`config.mk`:
```
export PLATFORM = sky130hd
export DESIGN_NAME = control_sequencer_flat
export DESIGN_NICKNAME = d
export VERILOG_FILES = /design/src/rtl/mini_cpu_pkg.sv /design/src/rtl/control_sequencer_if.sv /design/src/rtl/cs_output_decode.sv /design/src/rtl/control_sequencer.sv /design/src/flat_wrapper.sv
export SDC_FILE = /design/constraint.sdc
export NUM_CORES = 1
export LEC_CHECK = 0
export BUFFER_PORTS_ARGS = -buffer_cell sky130_fd_sc_hd__clkbuf_2
export CAP_MARGIN = 20
export CORE_ASPECT_RATIO = 1.25
export CORE_UTILIZATION = 50
export DETAILED_ROUTE_END_ITERATION = 16
export PLACE_DENSITY = 0.85
export SYNTH_ARGS = -nofsm -noshare
export SYNTH_HDL_FRONTEND = slang
export SYNTH_HIERARCHICAL = 1
export SYNTH_SLANG_ARGS = --single-unit
```
`constraint.sdc`:
```
create_clock -name clock -period 7.15 [get_ports clock]
set_clock_uncertainty 0.1 [all_clocks]
set_input_delay 1.43 -clock clock [delete_from_list [all_inputs] [get_ports clock]]
set_output_delay 1.43 -clock clock [all_outputs]
set_load 0.02 [all_outputs]
```
`src/rtl/mini_cpu_pkg.sv`:
```
// Shared definitions for the mini CPU control unit: opcodes, ALU op codes,
// sequencer state encoding, instruction classes and the strobe bundle.
// Optional macro MUL_DIV_EN: when defined, mul/div decode to their own
// multi-step class; otherwise they fall through to nop.
package mini_cpu_pkg;

    localparam logic [4:0] OP_LD   = 5'b00000;
    localparam logic [4:0] OP_LDI  = 5'b00001;
    localparam logic [4:0] OP_ST   = 5'b00010;
    localparam logic [4:0] OP_ADD  = 5'b00011;
    localparam logic [4:0] OP_SUB  = 5'b00100;
    localparam logic [4:0] OP_AND  = 5'b00101;
    localparam logic [4:0] OP_OR   = 5'b00110;
    localparam logic [4:0] OP_SHR  = 5'b00111;
    localparam logic [4:0] OP_SHL  = 5'b01000;
    localparam logic [4:0] OP_ROR  = 5'b01001;
    localparam logic [4:0] OP_ROL  = 5'b01010;
    localparam logic [4:0] OP_ADDI = 5'b01011;
    localparam logic [4:0] OP_ANDI = 5'b01100;
    localparam logic [4:0] OP_ORI  = 5'b01101;
    localparam logic [4:0] OP_NEG  = 5'b01110;
    localparam logic [4:0] OP_MUL  = 5'b01111;
    localparam logic [4:0] OP_DIV  = 5'b10000;
    localparam logic [4:0] OP_NOT  = 5'b10001;
    localparam logic [4:0] OP_BR   = 5'b10010;
    localparam logic [4:0] OP_JR   = 5'b10011;
    localparam logic [4:0] OP_IN   = 5'b10100;
    localparam logic [4:0] OP_OUT  = 5'b10101;
    localparam logic [4:0] OP_MFHI = 5'b10110;
    localparam logic [4:0] OP_MFLO = 5'b10111;
    localparam logic [4:0] OP_NOP  = 5'b11000;
    localparam logic [4:0] OP_HALT = 5'b11011;

    // The ALU is driven with the opcode itself; address arithmetic uses add.
    localparam logic [4:0] ALU_NONE = 5'b00000;
    localparam logic [4:0] ALU_ADD  = OP_ADD;

    typedef enum logic [3:0] {
        S_FETCH0 = 4'd0,
        S_FETCH1 = 4'd1,
        S_FETCH2 = 4'd2,
        S_T3     = 4'd3,
        S_T4     = 4'd4,
        S_T5     = 4'd5,
        S_T6     = 4'd6,
        S_T7     = 4'd7,
        S_PAUSE  = 4'd8,
        S_HALT   = 4'd9
    } state_e;

    typedef enum logic [3:0] {
        CL_NOP, CL_ALU, CL_IMM, CL_LD, CL_LDI, CL_ST, CL_BR,
        CL_JR, CL_MFHI, CL_MFLO, CL_IN, CL_OUT, CL_HALT, CL_MULDIV
    } iclass_e;

    typedef struct packed {
        logic       Gra, Grb, Grc, Rin, Rout, BAout;
        logic       PCout, PCin, IncPC, IRin, MARin, MDRin, MDRout, Read, Write;
        logic       Yin, Zin, Zlowout, Zhighout, Cout;
        logic       HIin, LOin, HIout, LOout, CONin, InPortout, OutPortin;
        logic [4:0] alu_op;
        logic       run;
    } ctrl_t;

    // Map an opcode onto the execute sequence it follows; unknown codes are nop.
    function automatic iclass_e op_class(input logic [4:0] op);
        case (op)
            OP_ADD, OP_SUB, OP_AND, OP_OR, OP_SHR, OP_SHL,
            OP_ROR, OP_ROL, OP_NEG, OP_NOT:   return CL_ALU;
            OP_ADDI, OP_ANDI, OP_ORI:         return CL_IMM;
            OP_LD:                            return CL_LD;
            OP_LDI:                           return CL_LDI;
            OP_ST:                            return CL_ST;
            OP_BR:                            return CL_BR;
            OP_JR:                            return CL_JR;
            OP_MFHI:                          return CL_MFHI;
            OP_MFLO:                          return CL_MFLO;
            OP_IN:                            return CL_IN;
            OP_OUT:                           return CL_OUT;
            OP_HALT:                          return CL_HALT;
`ifdef MUL_DIV_EN
            OP_MUL, OP_DIV:                   return CL_MULDIV;
`endif
            default:                          return CL_NOP;
        endcase
    endfunction

    // Final execute step of each class; after it the sequencer refetches.
    function automatic state_e last_step(input iclass_e cls);
        case (cls)
            CL_ALU, CL_IMM, CL_LDI: return S_T5;
            CL_BR, CL_MULDIV:       return S_T6;
            CL_LD, CL_ST:           return S_T7;
            default:                return S_T3;
        endcase
    endfunction

endpackage

```
`src/rtl/control_sequencer_if.sv`:
```
// Bundle between the control sequencer and the datapath: decode inputs,
// memory handshake, pause request and every control strobe.
interface control_sequencer_if;
    logic [4:0] opcode;
    logic       con_ff;
    logic       mem_ready;
    logic       stop;

    logic       Gra, Grb, Grc, Rin, Rout, BAout;
    logic       PCout, PCin, IncPC, IRin, MARin, MDRin, MDRout, Read, Write;
    logic       Yin, Zin, Zlowout, Zhighout, Cout;
    logic       HIin, LOin, HIout, LOout, CONin, InPortout, OutPortin;
    logic [4:0] alu_op;
    logic       run;

    modport master (
        input  opcode, con_ff, mem_ready, stop,
        output Gra, Grb, Grc, Rin, Rout, BAout,
               PCout, PCin, IncPC, IRin, MARin, MDRin, MDRout, Read, Write,
               Yin, Zin, Zlowout, Zhighout, Cout,
               HIin, LOin, HIout, LOout, CONin, InPortout, OutPortin,
               alu_op, run
    );

    modport slave (
        output opcode, con_ff, mem_ready, stop,
        input  Gra, Grb, Grc, Rin, Rout, BAout,
               PCout, PCin, IncPC, IRin, MARin, MDRin, MDRout, Read, Write,
               Yin, Zin, Zlowout, Zhighout, Cout,
               HIin, LOin, HIout, LOout, CONin, InPortout, OutPortin,
               alu_op, run
    );
endinterface

```
`src/rtl/cs_output_decode.sv`:
```
// Combinational strobe map for the control sequencer: (state, opcode,
// con_ff) -> control bundle. Holds no state.
// Optional macro MUL_DIV_EN: enables the mul/div execute steps; without it
// Zhighout, HIin and LOin are held at 0.
module cs_output_decode
    import mini_cpu_pkg::*;
(
    input  state_e     state_i,
    input  logic [4:0] opcode_i,
    input  logic       con_ff_i,
    output ctrl_t      ctrl_o
);
    iclass_e cls;
    assign cls = op_class(opcode_i);

    // Strobes for the current step; everything not named stays 0.
    always_comb begin
        ctrl_o     = '0;
        ctrl_o.run = 1'b1;
        case (state_i)
            S_FETCH0: begin
                ctrl_o.PCout = 1'b1; ctrl_o.MARin = 1'b1;
                ctrl_o.IncPC = 1'b1; ctrl_o.Zin   = 1'b1;
            end
            S_FETCH1: begin
                ctrl_o.Zlowout = 1'b1; ctrl_o.PCin  = 1'b1;
                ctrl_o.Read    = 1'b1; ctrl_o.MDRin = 1'b1;
            end
            S_FETCH2: begin
                ctrl_o.MDRout = 1'b1; ctrl_o.IRin = 1'b1;
            end
            S_T3: begin
                case (cls)
                    CL_ALU, CL_IMM: begin
                        ctrl_o.Grb = 1'b1; ctrl_o.Rout = 1'b1; ctrl_o.Yin = 1'b1;
                    end
                    CL_LD, CL_LDI, CL_ST: begin
                        ctrl_o.Grb = 1'b1; ctrl_o.BAout = 1'b1; ctrl_o.Yin = 1'b1;
                    end
                    CL_BR: begin
                        ctrl_o.Gra = 1'b1; ctrl_o.Rout = 1'b1; ctrl_o.CONin = 1'b1;
                    end
                    CL_JR: begin
                        ctrl_o.Gra = 1'b1; ctrl_o.Rout = 1'b1; ctrl_o.PCin = 1'b1;
                    end
                    CL_MFHI: begin
                        ctrl_o.HIout = 1'b1; ctrl_o.Gra = 1'b1; ctrl_o.Rin = 1'b1;
                    end
                    CL_MFLO: begin
                        ctrl_o.LOout = 1'b1; ctrl_o.Gra = 1'b1; ctrl_o.Rin = 1'b1;
                    end
                    CL_IN: begin
                        ctrl_o.InPortout = 1'b1; ctrl_o.Gra = 1'b1; ctrl_o.Rin = 1'b1;
                    end
                    CL_OUT: begin
                        ctrl_o.Gra = 1'b1; ctrl_o.Rout = 1'b1; ctrl_o.OutPortin = 1'b1;
                    end
`ifdef MUL_DIV_EN
                    CL_MULDIV: begin
                        ctrl_o.Gra = 1'b1; ctrl_o.Rout = 1'b1; ctrl_o.Yin = 1'b1;
                    end
`endif
                    default: ;
                endcase
            end
            S_T4: begin
                case (cls)
                    CL_ALU: begin
                        ctrl_o.Grc = 1'b1; ctrl_o.Rout = 1'b1; ctrl_o.Zin = 1'b1;
                        ctrl_o.alu_op = opcode_i;
                    end
                    CL_IMM: begin
                        ctrl_o.Cout = 1'b1; ctrl_o.Zin = 1'b1;
                        ctrl_o.alu_op = opcode_i;
                    end
                    CL_LD, CL_LDI, CL_ST: begin
                        ctrl_o.Cout = 1'b1; ctrl_o.Zin = 1'b1;
                        ctrl_o.alu_op = ALU_ADD;
                    end
                    CL_BR: begin
                        ctrl_o.PCout = 1'b1; ctrl_o.Yin = 1'b1;
                    end
`ifdef MUL_DIV_EN
                    CL_MULDIV: begin
                        ctrl_o.Grb = 1'b1; ctrl_o.Rout = 1'b1; ctrl_o.Zin = 1'b1;
                        ctrl_o.alu_op = opcode_i;
                    end
`endif
                    default: ;
                endcase
            end
            S_T5: begin
                case (cls)
                    CL_ALU, CL_IMM, CL_LDI: begin
                        ctrl_o.Zlowout = 1'b1; ctrl_o.Gra = 1'b1; ctrl_o.Rin = 1'b1;
                    end
                    CL_LD, CL_ST: begin
                        ctrl_o.Zlowout = 1'b1; ctrl_o.MARin = 1'b1;
                    end
                    CL_BR: begin
                        ctrl_o.Cout = 1'b1; ctrl_o.Zin = 1'b1;
                        ctrl_o.alu_op = ALU_ADD;
                    end
`ifdef MUL_DIV_EN
                    CL_MULDIV: begin
                        ctrl_o.Zlowout = 1'b1; ctrl_o.LOin = 1'b1;
                    end
`endif
                    default: ;
                endcase
            end
            S_T6: begin
                case (cls)
                    CL_LD: begin
                        ctrl_o.Read = 1'b1; ctrl_o.MDRin = 1'b1;
                    end
                    CL_ST: begin
                        ctrl_o.Gra = 1'b1; ctrl_o.Rout = 1'b1; ctrl_o.MDRin = 1'b1;
                    end
                    CL_BR: begin
                        // Target sits in Z; only a taken branch loads it.
                        ctrl_o.Zlowout = 1'b1; ctrl_o.PCin = con_ff_i;
                    end
`ifdef MUL_DIV_EN
                    CL_MULDIV: begin
                        ctrl_o.Zhighout = 1'b1; ctrl_o.HIin = 1'b1;
                    end
`endif
                    default: ;
                endcase
            end
            S_T7: begin
                case (cls)
                    CL_LD: begin
                        ctrl_o.MDRout = 1'b1; ctrl_o.Gra = 1'b1; ctrl_o.Rin = 1'b1;
                    end
                    CL_ST: ctrl_o.Write = 1'b1;
                    default: ;
                endcase
            end
            S_PAUSE, S_HALT: ctrl_o.run = 1'b0;
            default: ;
        endcase
`ifndef MUL_DIV_EN
        ctrl_o.Zhighout = 1'b0;
        ctrl_o.HIin     = 1'b0;
        ctrl_o.LOin     = 1'b0;
`endif
    end

endmodule

```
`src/rtl/control_sequencer.sv`:
```
// Hardwired Moore control unit for the mini CPU: fetch, per-class execute
// steps, pause and halt. Holds the state register and next-state logic;
// strobes come from cs_output_decode.
// Optional macro MUL_DIV_EN: adds the mul/div execute sequence (see package).
module control_sequencer
    import mini_cpu_pkg::*;
(
    input  logic                clock,
    input  logic                reset_n,
    control_sequencer_if.master bus
);
    state_e  state_q, state_d;
    state_e  last_st;
    iclass_e cls;
    ctrl_t   dec;
    ctrl_t   ctrl;

    assign cls     = op_class(bus.opcode);
    assign last_st = last_step(cls);

    // State register; reset aborts any instruction, including a memory wait.
    always_ff @(posedge clock or negedge reset_n) begin
        if (!reset_n) state_q <= S_FETCH0;
        else          state_q <= state_d;
    end

    // Next state: memory waits hold only in FETCH1, ld T6 and st T7.
    always_comb begin
        state_d = state_q;
        case (state_q)
            S_FETCH0: state_d = bus.stop ? S_PAUSE : S_FETCH1;
            S_FETCH1: if (bus.mem_ready) state_d = S_FETCH2;
            S_FETCH2: state_d = S_T3;
            S_T3: begin
                if (cls == CL_HALT)        state_d = S_HALT;
                else if (last_st == S_T3)  state_d = S_FETCH0;
                else                       state_d = S_T4;
            end
            S_T4: state_d = S_T5;
            S_T5: state_d = (last_st == S_T5) ? S_FETCH0 : S_T6;
            S_T6: begin
                if (cls == CL_LD && !bus.mem_ready) state_d = S_T6;
                else if (last_st == S_T6)           state_d = S_FETCH0;
                else                                state_d = S_T7;
            end
            S_T7: begin
                if (cls == CL_ST && !bus.mem_ready) state_d = S_T7;
                else                                state_d = S_FETCH0;
            end
            S_PAUSE: if (!bus.stop) state_d = S_FETCH0;
            S_HALT:  state_d = S_HALT;
            default: state_d = S_FETCH0;
        endcase
    end

    cs_output_decode u_decode (
        .state_i  (state_q),
        .opcode_i (bus.opcode),
        .con_ff_i (bus.con_ff),
        .ctrl_o   (dec)
    );

    // Silence strobes while reset is held and when FETCH0 diverts to PAUSE.
    always_comb begin
        ctrl = dec;
        if (!reset_n || (state_q == S_FETCH0 && bus.stop)) begin
            ctrl     = '0;
            ctrl.run = 1'b1;
        end
    end

    assign bus.Gra       = ctrl.Gra;
    assign bus.Grb       = ctrl.Grb;
    assign bus.Grc       = ctrl.Grc;
    assign bus.Rin       = ctrl.Rin;
    assign bus.Rout      = ctrl.Rout;
    assign bus.BAout     = ctrl.BAout;
    assign bus.PCout     = ctrl.PCout;
    assign bus.PCin      = ctrl.PCin;
    assign bus.IncPC     = ctrl.IncPC;
    assign bus.IRin      = ctrl.IRin;
    assign bus.MARin     = ctrl.MARin;
    assign bus.MDRin     = ctrl.MDRin;
    assign bus.MDRout    = ctrl.MDRout;
    assign bus.Read      = ctrl.Read;
    assign bus.Write     = ctrl.Write;
    assign bus.Yin       = ctrl.Yin;
    assign bus.Zin       = ctrl.Zin;
    assign bus.Zlowout   = ctrl.Zlowout;
    assign bus.Zhighout  = ctrl.Zhighout;
    assign bus.Cout      = ctrl.Cout;
    assign bus.HIin      = ctrl.HIin;
    assign bus.LOin      = ctrl.LOin;
    assign bus.HIout     = ctrl.HIout;
    assign bus.LOout     = ctrl.LOout;
    assign bus.CONin     = ctrl.CONin;
    assign bus.InPortout = ctrl.InPortout;
    assign bus.OutPortin = ctrl.OutPortin;
    assign bus.alu_op    = ctrl.alu_op;
    assign bus.run       = ctrl.run;

endmodule
```
`src/flat_wrapper.sv`:
```
// flat-port wrapper written by rule: the top's interface ports become plain ports
module control_sequencer_flat import mini_cpu_pkg::*;
  (clock, reset_n, bus_opcode, bus_con_ff, bus_mem_ready, bus_stop, bus_Gra, bus_Grb, bus_Grc, bus_Rin, bus_Rout, bus_BAout, bus_PCout, bus_PCin, bus_IncPC, bus_IRin, bus_MARin, bus_MDRin, bus_MDRout, bus_Read, bus_Write, bus_Yin, bus_Zin, bus_Zlowout, bus_Zhighout, bus_Cout, bus_HIin, bus_LOin, bus_HIout, bus_LOout, bus_CONin, bus_InPortout, bus_OutPortin, bus_alu_op, bus_run);
  control_sequencer_if bus_i ();
  input  logic clock;
  input  logic reset_n;
  input wire logic [$bits(bus_i.opcode)-1:0] bus_opcode;
  input wire logic [$bits(bus_i.con_ff)-1:0] bus_con_ff;
  input wire logic [$bits(bus_i.mem_ready)-1:0] bus_mem_ready;
  input wire logic [$bits(bus_i.stop)-1:0] bus_stop;
  output wire logic [$bits(bus_i.Gra)-1:0] bus_Gra;
  output wire logic [$bits(bus_i.Grb)-1:0] bus_Grb;
  output wire logic [$bits(bus_i.Grc)-1:0] bus_Grc;
  output wire logic [$bits(bus_i.Rin)-1:0] bus_Rin;
  output wire logic [$bits(bus_i.Rout)-1:0] bus_Rout;
  output wire logic [$bits(bus_i.BAout)-1:0] bus_BAout;
  output wire logic [$bits(bus_i.PCout)-1:0] bus_PCout;
  output wire logic [$bits(bus_i.PCin)-1:0] bus_PCin;
  output wire logic [$bits(bus_i.IncPC)-1:0] bus_IncPC;
  output wire logic [$bits(bus_i.IRin)-1:0] bus_IRin;
  output wire logic [$bits(bus_i.MARin)-1:0] bus_MARin;
  output wire logic [$bits(bus_i.MDRin)-1:0] bus_MDRin;
  output wire logic [$bits(bus_i.MDRout)-1:0] bus_MDRout;
  output wire logic [$bits(bus_i.Read)-1:0] bus_Read;
  output wire logic [$bits(bus_i.Write)-1:0] bus_Write;
  output wire logic [$bits(bus_i.Yin)-1:0] bus_Yin;
  output wire logic [$bits(bus_i.Zin)-1:0] bus_Zin;
  output wire logic [$bits(bus_i.Zlowout)-1:0] bus_Zlowout;
  output wire logic [$bits(bus_i.Zhighout)-1:0] bus_Zhighout;
  output wire logic [$bits(bus_i.Cout)-1:0] bus_Cout;
  output wire logic [$bits(bus_i.HIin)-1:0] bus_HIin;
  output wire logic [$bits(bus_i.LOin)-1:0] bus_LOin;
  output wire logic [$bits(bus_i.HIout)-1:0] bus_HIout;
  output wire logic [$bits(bus_i.LOout)-1:0] bus_LOout;
  output wire logic [$bits(bus_i.CONin)-1:0] bus_CONin;
  output wire logic [$bits(bus_i.InPortout)-1:0] bus_InPortout;
  output wire logic [$bits(bus_i.OutPortin)-1:0] bus_OutPortin;
  output wire logic [$bits(bus_i.alu_op)-1:0] bus_alu_op;
  output wire logic [$bits(bus_i.run)-1:0] bus_run;
  assign bus_i.opcode = bus_opcode;
  assign bus_i.con_ff = bus_con_ff;
  assign bus_i.mem_ready = bus_mem_ready;
  assign bus_i.stop = bus_stop;
  assign bus_Gra = bus_i.Gra;
  assign bus_Grb = bus_i.Grb;
  assign bus_Grc = bus_i.Grc;
  assign bus_Rin = bus_i.Rin;
  assign bus_Rout = bus_i.Rout;
  assign bus_BAout = bus_i.BAout;
  assign bus_PCout = bus_i.PCout;
  assign bus_PCin = bus_i.PCin;
  assign bus_IncPC = bus_i.IncPC;
  assign bus_IRin = bus_i.IRin;
  assign bus_MARin = bus_i.MARin;
  assign bus_MDRin = bus_i.MDRin;
  assign bus_MDRout = bus_i.MDRout;
  assign bus_Read = bus_i.Read;
  assign bus_Write = bus_i.Write;
  assign bus_Yin = bus_i.Yin;
  assign bus_Zin = bus_i.Zin;
  assign bus_Zlowout = bus_i.Zlowout;
  assign bus_Zhighout = bus_i.Zhighout;
  assign bus_Cout = bus_i.Cout;
  assign bus_HIin = bus_i.HIin;
  assign bus_LOin = bus_i.LOin;
  assign bus_HIout = bus_i.HIout;
  assign bus_LOout = bus_i.LOout;
  assign bus_CONin = bus_i.CONin;
  assign bus_InPortout = bus_i.InPortout;
  assign bus_OutPortin = bus_i.OutPortin;
  assign bus_alu_op = bus_i.alu_op;
  assign bus_run = bus_i.run;
  control_sequencer u_core (.clock(clock), .reset_n(reset_n), .bus(bus_i));
endmodule
```
== After elaboration in Yosys (flattened, before gate mapping) ==
Memory sizes are Yosys's and may differ from the RTL's.
Index checks and enable logic that the tools add are counted.
Word-level totals
  flip-flop bits (word level): 4
  output and inout port bits: 33
  word-level logic and storage cells: 111
  memories kept: 2
  memory bits (read-only): 256
Operators by class
  mux-type cells: 54
  equal/unequal tests: 33
  reduce and logical (&&, ||, !) cells: 21
Memories
  (no name shown): words 32, width 4, read ports 1, clocked after Yosys merged registers in 0, wr ports 0, line mini_cpu_pkg.sv:67  | case (op)
  (no name shown): words 32, width 4, read ports 1, clocked after Yosys merged registers in 0, wr ports 0, line mini_cpu_pkg.sv:67
Operators by type and width (number)
  equality test 4 x 3 -> 1 bit (second input constant): 11
  case mux 4 bit (10 select lines): 1
  two-way mux 33 bit: 1
  equality test 4 bit (second input constant): 8
  two-way mux 1 bit: 25
  equality test 4 x 2 -> 1 bit (second input constant): 6
  two-way mux 4 bit: 5
  case mux 5 bit (2 select lines): 2
  case mux 1 bit (3 select lines): 5
  case mux 1 bit (2 select lines): 7
  equality test 4 x 1 -> 1 bit (second input constant): 3
  two-way mux 3 bit: 4
  OR reduction 3 bit: 4
  OR reduction 2 bit: 5
  OR reduction 5 bit: 2
  case mux 3 bit (3 select lines): 1
  equality test 3 bit (second input constant): 2
  OR reduction 6 bit: 1
  two-way mux 5 bit: 1
  logical NOT 4 bit: 1
  inequality test 2 bit (second input constant): 2
  case mux 1 bit (4 select lines): 1
  OR reduction 4 bit: 1
  equality test 3 x 2 -> 1 bit (second input constant): 1
  other kinds (5): 8

== Depth between registers and ports, before layout ==
Gate-level depths: netlist (run 1).
An unclocked memory read counts as a cell.
  depth in word-level cells: 8
  mapped depth: 10

== By module ==
Netlist (run 1), hierarchy kept.
By module, submodules not included
  control_sequencer: seq. area each 100.1 um^2, times used 1, cells each 115, area each 838.3 um^2
  cs_output_decode: seq. area each 0.0 um^2, times used 1, cells each 118, area each 818.3 um^2

== Least setup slack after synthesis (run 1) ==
Ideal clock, no wire load.
  kind: in2out
  start point: input bus_opcode[1]
  end point: output bus_PCin
  data required time: 5620 ps
  setup slack: 2516 ps
  stages: 9
  path buffers: 1
  arrival time: 3104 ps
  path through: inv_1 ha_1 nand2b_4 a211o_1 buf_2 or3_4 nor2_1 a221o_1 and2_1
RTL lines
  start: declaration: line flat_wrapper.sv:7  | input wire logic [$bits(bus_i.opcode)-1:0] bus_opcode;
  end: declaration: line flat_wrapper.sv:18  | output wire logic [$bits(bus_i.PCin)-1:0] bus_PCin;

==> flow_summary.json, run 1 <==
{
  "grt_first_pass_wirelength_mm": 6.37,
  "avgRoutedWirePerCell_um": 13.4,
  "rsz0062_at_grt": "false",
  "slew_viol_final": 0,
  "place.gp.congestion": 0.882,
  "setup_viol": 0,
  "netlist_top_cells_count": "32 x and2_1, 23 x nor2_1, 19 x nand2_1",
  "clock_sinks": 4,
  "critPathMaxStageDelay_ns": 0.85,
  "critPathLaunchType": "primary input",
  "synth_edf_count": 0,
  "layout.nets": 282,
  "end_kind": "output pin",
  "hpwl_mm": 2.99,
  "worstPathCellList": "clkbuf_2 > mux2_2 > a221oi_2 > nand2_1 > o31a_1 > o221ai_1 > and2_1 > clkbuf_2",
  "grt-ovfl-total": 0,
  "io_pins": 43,
  "via_count": 1823,
  "cts_root_buf": "clkbuf_8",
  "largest_reg_flops": 4,
  "die_w_um": 53.5,
  "area_growth_pct": 11.0,
  "drive_gt1_share_pct": 24.8,
  "critical_path_class": "primary input to output pin",
  "max_freq_mhz": 186,
  "vdd_drop_max_v": 0.000157,
  "drcViolationCount": 0,
  "ys_seq_area_share_pct": 6.04,
  "gr-usage-all-layers_pct": 23.1,
  "crit_required_ns": 5.62,
  "worst-path-max-fanout": 19,
  "antenna_found_initial": 0,
  "cts.clk_slew.worst_paths_ns": 0.03,
  "netlist_area_um2": 1660,
  "power_density_nw_per_um2": 180,
  "core_um2": 3190,
  "port_buffers": 39,
  "yosys.area.top_type": "and2_1",
  "reg_top3": "u_core/state_q: 4 flops",
  "viasPerCell": 6.10,
  "power.leakage_nw": 0.823,
  "maxSlewHeadroom_pct": 32.7,
  "outcome": "finished, final reports clean",
  "finalSetupTns_ns": 0,
  "synthCells": 233,
  "ant_nets": 0,
  "rows": 23,
  "grt_pass1_vias": 1497,
  "worst_pin_slew_ns": 1.01,
  "drt-total-wl_mm": 4.01,
  "diodes": 0,
  "dp_slack_ns": 1.80,
  "fin_crit_ns": 5.38,
  "cts_resized": 0,
  "synthArstFlopShare_pct": 100,
  "arrival_ns": 3.85,
  "top_register": "u_core/state_q",
  "setup_ws_ns": 1.77,
  "cts_buffers": 3,
  "yosysWarnings": 6,
  "postCtsHoldBufs": 0,
  "synth-main-ff-cell": "dfrtp_1",
  "hp-class": "register to register",
  "cts-htree-levels": 1,
  "yosys.area.top_type_share_pct": 12.1,
  "synth_seq_cells": 4,
  "ctsLongestPathBuffers": 2,
  "die_area_um2": 3550,
  "hold_violations": 0,
  "crit_top_cell": "clkbuf_2",
  "die_y_um": 66.4,
  "crit_buf_inv": 2,
  "synth_area_per_cell_um2": 7.11,
  "ys_types": 67,
  "postCtsSetupBuffers": 0,
  "path_delay_family": "compound AO/OA/AOI/OAI gates",
  "clock_latency_ns": 0.22,
  "period_share_pct": 75.3,
  "drv_cap": 0,
  "crit_path_top_delay_cell": "a221oi_2",
  "drt_first_pass_iters": 4,
  "cts_tree": "done",
  "first_iter_violations": 90,
  "grt_max_degree": 34,
  "yosysMostFrequentCell": "and2_1",
  "start_util_pct": 51.9,
  "synthTopCellsByArea": "and2_1 12%, dfrtp_1 6.0%, ha_1 6.0%"
}
## layout make-up
| type | instances | area (µm²) |
|---|---|---|
| fill | 324 | 1360 |
| sequential | 4 | 100 |
| clock buffer | 3 | 41.3 |
| multi-input combinational | 206 | 1420 |
| tap | 37 | 46.3 |
| timing repair buffer | 39 | 195 |
| inverter | 10 | 37.5 |
## cell usage in the layout, fill, tap and decap left out, types with 4 or more instances in the layout
cell type	n
a21oi_1	6
and2_1	32
clkbuf_2	39
dfrtp_1	4
ha_1	8
inv_1	10
nand2_1	19
nand2b_1	7
nand3_1	4
nor2_1	23
nor2b_1	7
nor3_1	13
o21ai_0	7
o22ai_1	4
## per-stage QoR
step / hold slack, ns / instances / total power, mW / util (%) / cell area, µm²
2_1_floorplan: 0.494 / 235 / 0.231 / - / 1660
5_1_grt: 0.650 / 299 / 0.361 / 57.5 / 1840
3_5_place_dp: 0.596 / 296 / 0.280 / 56.2 / 1800
6_report: 0.624 / 299 / 0.331 / 57.5 / 1840
3_3_place_gp: 0.579 / 296 / 0.273 / 56.2 / 1800
4_1_cts: 0.605 / 299 / 0.329 / 57.5 / 1840
## routing by layer
| layer | track usage, % | wire (µm) | vias up | share of wire, % |
|---|---|---|---|---|
| met1 | 28.3 | 1740 | 828 | 43 |
| li1 | - | - | 908 | - |
| met3 | 2.30 | 234 | 6 | 5.8 |
| met5 | 0 | 0 | - | 0 |
| met4 | 7.89 | 34 | 0 | 0.85 |
| met2 | 40.5 | 2000 | 81 | 50 |
## power breakdown
group	leakage (nW)	switching [mW]	internal [mW]
Sequential	0.0519	0.0315	0.0314
Combinational	0.749	0.128	0.0919
Clock	0.0216	0.0116	0.0359
## kinds of logic (layout without fill, tap and decap cells)
logic type	after synthesis	count (layout)	share of synthesized area (%)
other cells	1	3	0.226
buf+inv	25	52	8.84
mux	5	5	3.17
compound gates	52	52	25.6
fa+ha+maj	8	8	6.04
simple gates	137	137	49.5
flops	4	4	6.04
xor+xnor	1	1	0.529
## path summary, 6_finish.rpt
kind                              startpoint                end  slack [ns]  cells past startpoint
min in group asynchronous            reset_n  u_core/state_q[2]        0.92                      1
setup / recovery               bus_opcode[2]           bus_Rout        1.77                      8
max in group asynchronous            reset_n  u_core/state_q[3]        5.89                      1
hold / removal             u_core/state_q[2]  u_core/state_q[1]        0.62                      1
setup reg to reg           u_core/state_q[2]  u_core/state_q[0]        5.11                      6
hold reg to reg            u_core/state_q[2]  u_core/state_q[1]        0.62                      1
No activity file was read; power rests on OpenSTA's default activity.
==> run 2: changes to the inputs <==
--- a/config.mk
+++ b/config.mk
@@ -5,12 +5,13 @@
 export SDC_FILE = /design/constraint.sdc
 export NUM_CORES = 1
 export LEC_CHECK = 0
+export ABC_AREA = 1
 export BUFFER_PORTS_ARGS = -buffer_cell sky130_fd_sc_hd__clkbuf_2
 export CAP_MARGIN = 20
 export CORE_ASPECT_RATIO = 1.25
 export CORE_UTILIZATION = 50
 export DETAILED_ROUTE_END_ITERATION = 16
-export PLACE_DENSITY = 0.85
+export PLACE_DENSITY = 0.86
 export SYNTH_ARGS = -nofsm -noshare
 export SYNTH_HDL_FRONTEND = slang
 export SYNTH_HIERARCHICAL = 1
==> constraint.sdc (replaced) <==
create_clock -name clock -period 5.5 [get_ports clock]
set_clock_uncertainty 0.1 [all_clocks]
set_input_delay 1.1 -clock clock [delete_from_list [all_inputs] [get_ports clock]]
set_output_delay 1.1 -clock clock [all_outputs]
set_load 0.02 [all_outputs]
==> flow_summary.json, run 2 <==
{
  "avgRoutedWirePerCell_um": 9.32,
  "place.gp.congestion": 0.918,
  "clock_latency_ns": 0.23,
  "grt_pass1_vias": 1668,
  "placed_area_um2": 1800,
  "dr_wl_met3_um": 152,
  "mostFrequentLayoutCell": "nand2_1",
  "via_count": 1998,
  "ys_types": 25,
  "largest_reg_flops": 4,
  "yosys.area.top_type": "nand2_1",
  "diodes": 0,
  "clock_sinks": 4,
  "rsz0062_at_grt": "false",
  "first_iter_violations": 72,
  "grt_first_pass_wirelength_mm": 6.26,
  "crit_path_top_delay_cell": "nor3_1",
  "worst-path-max-fanout": 7,
  "path_delay_family": "simple AND/OR/NAND/NOR gates",
  "cts_tree": "done",
  "top_register": "u_core/state_q",
  "power.leakage_nw": 1.05,
  "drv_cap": 0,
  "die_w_um": 52.5,
  "stdcell_area_um2": 1820,
  "drive_gt1_share_pct": 18.9,
  "outcome": "finished, final reports clean",
  "worst_pin_slew_ns": 0.934,
  "synthArstFlopShare_pct": 100,
  "arrival_ns": 3.02,
  "layout.nets": 391,
  "die_y_um": 65.1,
  "grt-ovfl-total": 0,
  "synth-main-ff-cell": "dfrtp_1",
  "slew_viol_final": 0,
  "power_mw": 0.466,
  "viasPerCell": 4.91,
  "ctsLongestPathBuffers": 2,
  "dp_cells": 404,
  "max_freq_mhz": 237,
  "hp-class": "primary input to async pin",
  "timing.hold.ws_ns": 0.571,
  "gr-usage-all-layers_pct": 23.0,
  "worstPathCellList": "clkbuf_2 > inv_2 > ha_1 > nor3_1 > inv_2 > nand2_2 > nand2_2 > clkinv_2 > nand2_2 > nand2_2 > nor2_2 > nand2_1 > nand2_1 > nand2_1 > inv_1 > nor2_1 > clkbuf_2",
  "synth_area_per_cell_um2": 4.78,
  "grt_max_degree": 34,
  "drt-total-wl_mm": 3.79,
  "ant_nets": 0,
  "postCtsSetupBuffers": 0,
  "rows": 22,
  "synthCells": 333,
  "hpwl_mm": 3.11,
  "critPathMaxStageDelay_ns": 0.32,
  "ys_seq_area_share_pct": 6.29,
  "crit_top_cell": "nand2_2",
  "reg_top3": "u_core/state_q: 4 flops",
  "drt_first_pass_iters": 4,
  "start_util_pct": 53.5,
  "netlist_area_um2": 1590,
  "core_um2": 2970,
  "setup_viol": 0,
  "vdd_drop_max_v": 0.000218,
  "area_growth_pct": 14.6,
  "die_area_um2": 3410,
  "hold_violations": 0,
  "netlist_top_cells_count": "80 x nand2_1, 71 x inv_1, 67 x nor2_1",
  "io_pins": 43,
  "maxSlewHeadroom_pct": 37.6,
  "critPathLaunchType": "primary input",
  "yosysMostFrequentCell": "nand2_1",
  "yosys.area.top_type_share_pct": 18.9,
  "cts_resized": 0,
  "crit_buf_inv": 6,
  "synth_seq_cells": 4,
  "synth_edf_count": 0,
  "postCtsHoldBufs": 0,
  "cts_root_buf": "clkbuf_4",
  "critical_path_class": "primary input to output pin",
  "drt-met1-wl_mm": 1.68,
  "end_kind": "output pin",
  "power_density_nw_per_um2": 255,
  "cts_buffers": 3,
  "antenna_found_initial": 0,
  "dr_wl_met2_mm": 1.93,
  "cts-htree-levels": 1,
  "yosysWarnings": 6,
  "final_cell_mix": "80 x nand2_1, 71 x inv_1, 67 x nor2_1",
  "cts.clk_slew.worst_paths_ns": 0.04,
  "drcViolationCount": 0,
  "crit_required_ns": 4.30,
  "fin_crit_ns": 4.22,
  "port_buffers": 39,
  "period_share_pct": 76.7,
  "top_layer_used": "met4",
  "finalSetupTns_ns": 0,
  "fin_cells": 407,
  "synthTopCellsByArea": "nand2_1 19%, inv_1 17%, nor2_1 16%"
}
## run 2: cell type report
cell class | instances | area, µm²
clock buffers | 3 | 22.5
inverters | 79 | 298
well taps | 36 | 45.0
repair buffers | 39 | 195
multi-input cells | 246 | 1160
flip-flops and latches | 4 | 100
fillers | 328 | 1150
## run 2: logic make-up (layout without fill, tap and decap cells)
logic type               after synthesis  in the layout  share of synthesized area [%]
AND/OR/NAND/NOR                      220            220                           60.8
buffers and inverters                 85            121                           21.1
AO/OA/AOI/OAI                         15             15                           5.35
adder cells (fa/ha/maj)                8              8                           6.29
flip-flops                             4              4                           6.29
other                                  1              3                          0.236
## run 2: metrics by stage
| step | setup WS (ns) | utilization (%) |
|---|---|---|
| detailed placement | 1.30 | 60.6 |
| global placement | 1.34 | 60.6 |
| global route | 1.10 | 61.4 |
| floorplan | 1.68 | - |
| finish | 1.28 | 61.4 |
| CTS | 1.30 | 61.4 |
## run 2: path summary, 6_finish.rpt
kind	end	from	slack, ns	depth (start not counted)
worst min-delay path	u_core/state_q[2]	reset_n	0.57	1
worst max register to register	u_core/state_q[1]	u_core/state_q[3]	4.07	7
worst max-delay path	bus_Cout	bus_opcode[2]	1.28	17
max in group asynchronous	u_core/state_q[0]	reset_n	4.60	1
min in group clock	u_core/state_q[2]	u_core/state_q[2]	0.58	2
worst min register to register	u_core/state_q[2]	u_core/state_q[2]	0.58	2
## run 2: metal layers
metal	global-route usage, %	vias to the layer above
li1	-	1080
met1	26.7	861
met5	0	-
met4	6.91	0
met2	41.8	53
met3	3.52	4
## run 2: report_power, final
group / internal (mW) / total [mW] / switching [mW]
combinational: 0.113 / 0.365 / 0.252
sequential: 0.0432 / 0.0642 / 0.0210
clock: 0.0244 / 0.0361 / 0.0117
==> run 3: changes to the inputs <==
==> constraint.sdc (replaced) <==
create_clock -name clock -period 3.97 [get_ports clock]
set_clock_uncertainty 0.1 [all_clocks]
set_input_delay 0.794 -clock clock [delete_from_list [all_inputs] [get_ports clock]]
set_output_delay 0.794 -clock clock [all_outputs]
set_load 0.02 [all_outputs]
==> flow_summary.json, run 3 (synthesized netlist as in run 2, its figures left out) <==
{
  "gr-usage-all-layers_pct": 22.8,
  "die_w_um": 52.5,
  "drcViolationCount": 0,
  "grt-ovfl-total": 0,
  "io_pins": 43,
  "final_cell_mix": "80 x nand2_1, 71 x inv_1, 67 x nor2_1",
  "die_y_um": 65.1,
  "cts_root_buf": "clkbuf_4",
  "drive_gt1_share_pct": 19.1,
  "start_util_pct": 53.5,
  "fin_crit_ns": 3.57,
  "die_area_um2": 3410,
  "outcome": "finished, final reports clean",
  "p_sw_mw": 0.393,
  "slew_viol_final": 0,
  "grt_first_pass_wirelength_mm": 6.18,
  "intPower_mw": 0.253,
  "clock_latency_ns": 0.23,
  "post-route-util_pct": 61.6,
  "grt_max_degree": 34,
  "grt_pass1_vias": 1640,
  "drv_cap": 0,
  "layout.nets": 392,
  "diodes": 0,
  "reg_top3": "u_core/state_q: 4 flops",
  "cts_tree": "done",
  "end_kind": "output pin",
  "clock_sinks": 4,
  "ctsLongestPathBuffers": 2,
  "cts.clk_slew.worst_paths_ns": 0.04,
  "viasPerCell": 4.84,
  "via_count": 1973,
  "place.gp.congestion": 0.919,
  "hpwl_mm": 3.07,
  "period_share_pct": 89.8,
  "area_growth_pct": 15.1,
  "cts_buffers": 3,
  "antenna_found_initial": 0,
  "pwr-share-seq_pct": 13.8,
  "arrival_ns": 2.67,
  "drt-total-wl_mm": 3.71,
  "critPathLaunchType": "primary input",
  "ant_nets": 0,
  "drt_first_pass_iters": 5,
  "crit_required_ns": 3.08,
  "mostFrequentLayoutCell": "nand2_1",
  "top_register": "u_core/state_q",
  "avgRoutedWirePerCell_um": 9.10,
  "first_iter_violations": 40,
  "finalSetupTns_ns": 0,
  "hp-class": "primary input to async pin",
  "vdd_drop_max_v": 0.000343,
  "postCtsSetupBuffers": 0,
  "max_freq_mhz": 280,
  "postCtsHoldBufs": 0,
  "power_density_nw_per_um2": 353,
  "power_mw": 0.646,
  "hold_violations": 0,
  "power.leakage_nw": 1.06,
  "critical_path_class": "primary input to output pin",
  "cts-htree-levels": 1,
  "p_sw_share_pct": 60.9,
  "port_buffers": 39,
  "rows": 22,
  "comb_power_share_pct": 78.5,
  "worst-path-max-fanout": 7,
  "rsz0062_at_grt": "false",
  "setup_viol": 0,
  "largest_reg_flops": 4,
  "core_um2": 2970,
  "pwr-share-clk_pct": 7.6,
  "cts_resized": 0
}
-- run 3: changes by cell type in the layout (fill, tap and decap cells not counted), sizes merged --
| cell | change |
|---|---|
| buf | +1 |
-- run 3: power by group through the flow --
stage               Combinational, mW  Sequential (mW)  Clock, mW
floorplan                       0.401           0.0819          0
global placement                0.498           0.0882          0
detailed placement              0.504           0.0888          0
CTS                             0.506           0.0883     0.0525
global route                    0.582           0.0925     0.0584
finish                          0.508           0.0892     0.0494
-- run 3: cell type report --
| type | instances | area [µm²] |
|---|---|---|
| tap | 36 | 45.0 |
| fill | 322 | 1140 |
| clock buffer | 3 | 22.5 |
| multi-input combinational | 246 | 1160 |
| sequential | 4 | 100 |
| timing repair buffer | 40 | 203 |
| inverter | 79 | 298 |
-- run 3: through the flow --
stage	instance area, µm²	setup WS, ns	hold slack, ns	std cells
CTS	1830	0.388	0.259	408
finish	1830	0.404	0.264	408
detailed placement	1810	0.393	0.510	405
floorplan	1600	0.759	0.398	335
global placement	1810	0.454	0.506	405
global route	1830	0.210	0.253	408
-- run 3: metal layers --
metal | wire length (µm) | up-vias | global-route usage (%)
li1 | - | 1083 | -
met1 | 1660 | 821 | 26.4
met2 | 1850 | 63 | 41.8
met3 | 156 | 6 | 3.29
met4 | 48 | 0 | 6.25
met5 | 0 | - | 0
-- run 3: worst max-delay path, stage by stage --
cell and delay, ns:
clkbuf_2 0.17, inv_2 0.08, ha_1 0.27, nor3_1 0.33
inv_2 0.07, nand2_2 0.13, nand2_2 0.08, clkinv_2 0.07
nand2_2 0.05, nand2_2 0.11, nor2_2 0.06, nand2_1 0.05
nand2_1 0.05, nand2_1 0.07, inv_1 0.04, nor2_1 0.08
clkbuf_2 0.17
-- run 3: worst paths after layout --
kind / startpoint / to / slack, ns / cells after the start
hold / removal: reset_n / u_core/state_q[1] / 0.26 / 1
setup / recovery: bus_opcode[2] / bus_alu_op[0] / 0.40 / 17
setup reg to reg: u_core/state_q[3] / u_core/state_q[0] / 2.52 / 7
min in group clock: u_core/state_q[2] / u_core/state_q[2] / 0.58 / 2
hold reg to reg: u_core/state_q[2] / u_core/state_q[2] / 0.58 / 2
max in group asynchronous: reset_n / u_core/state_q[0] / 3.38 / 1
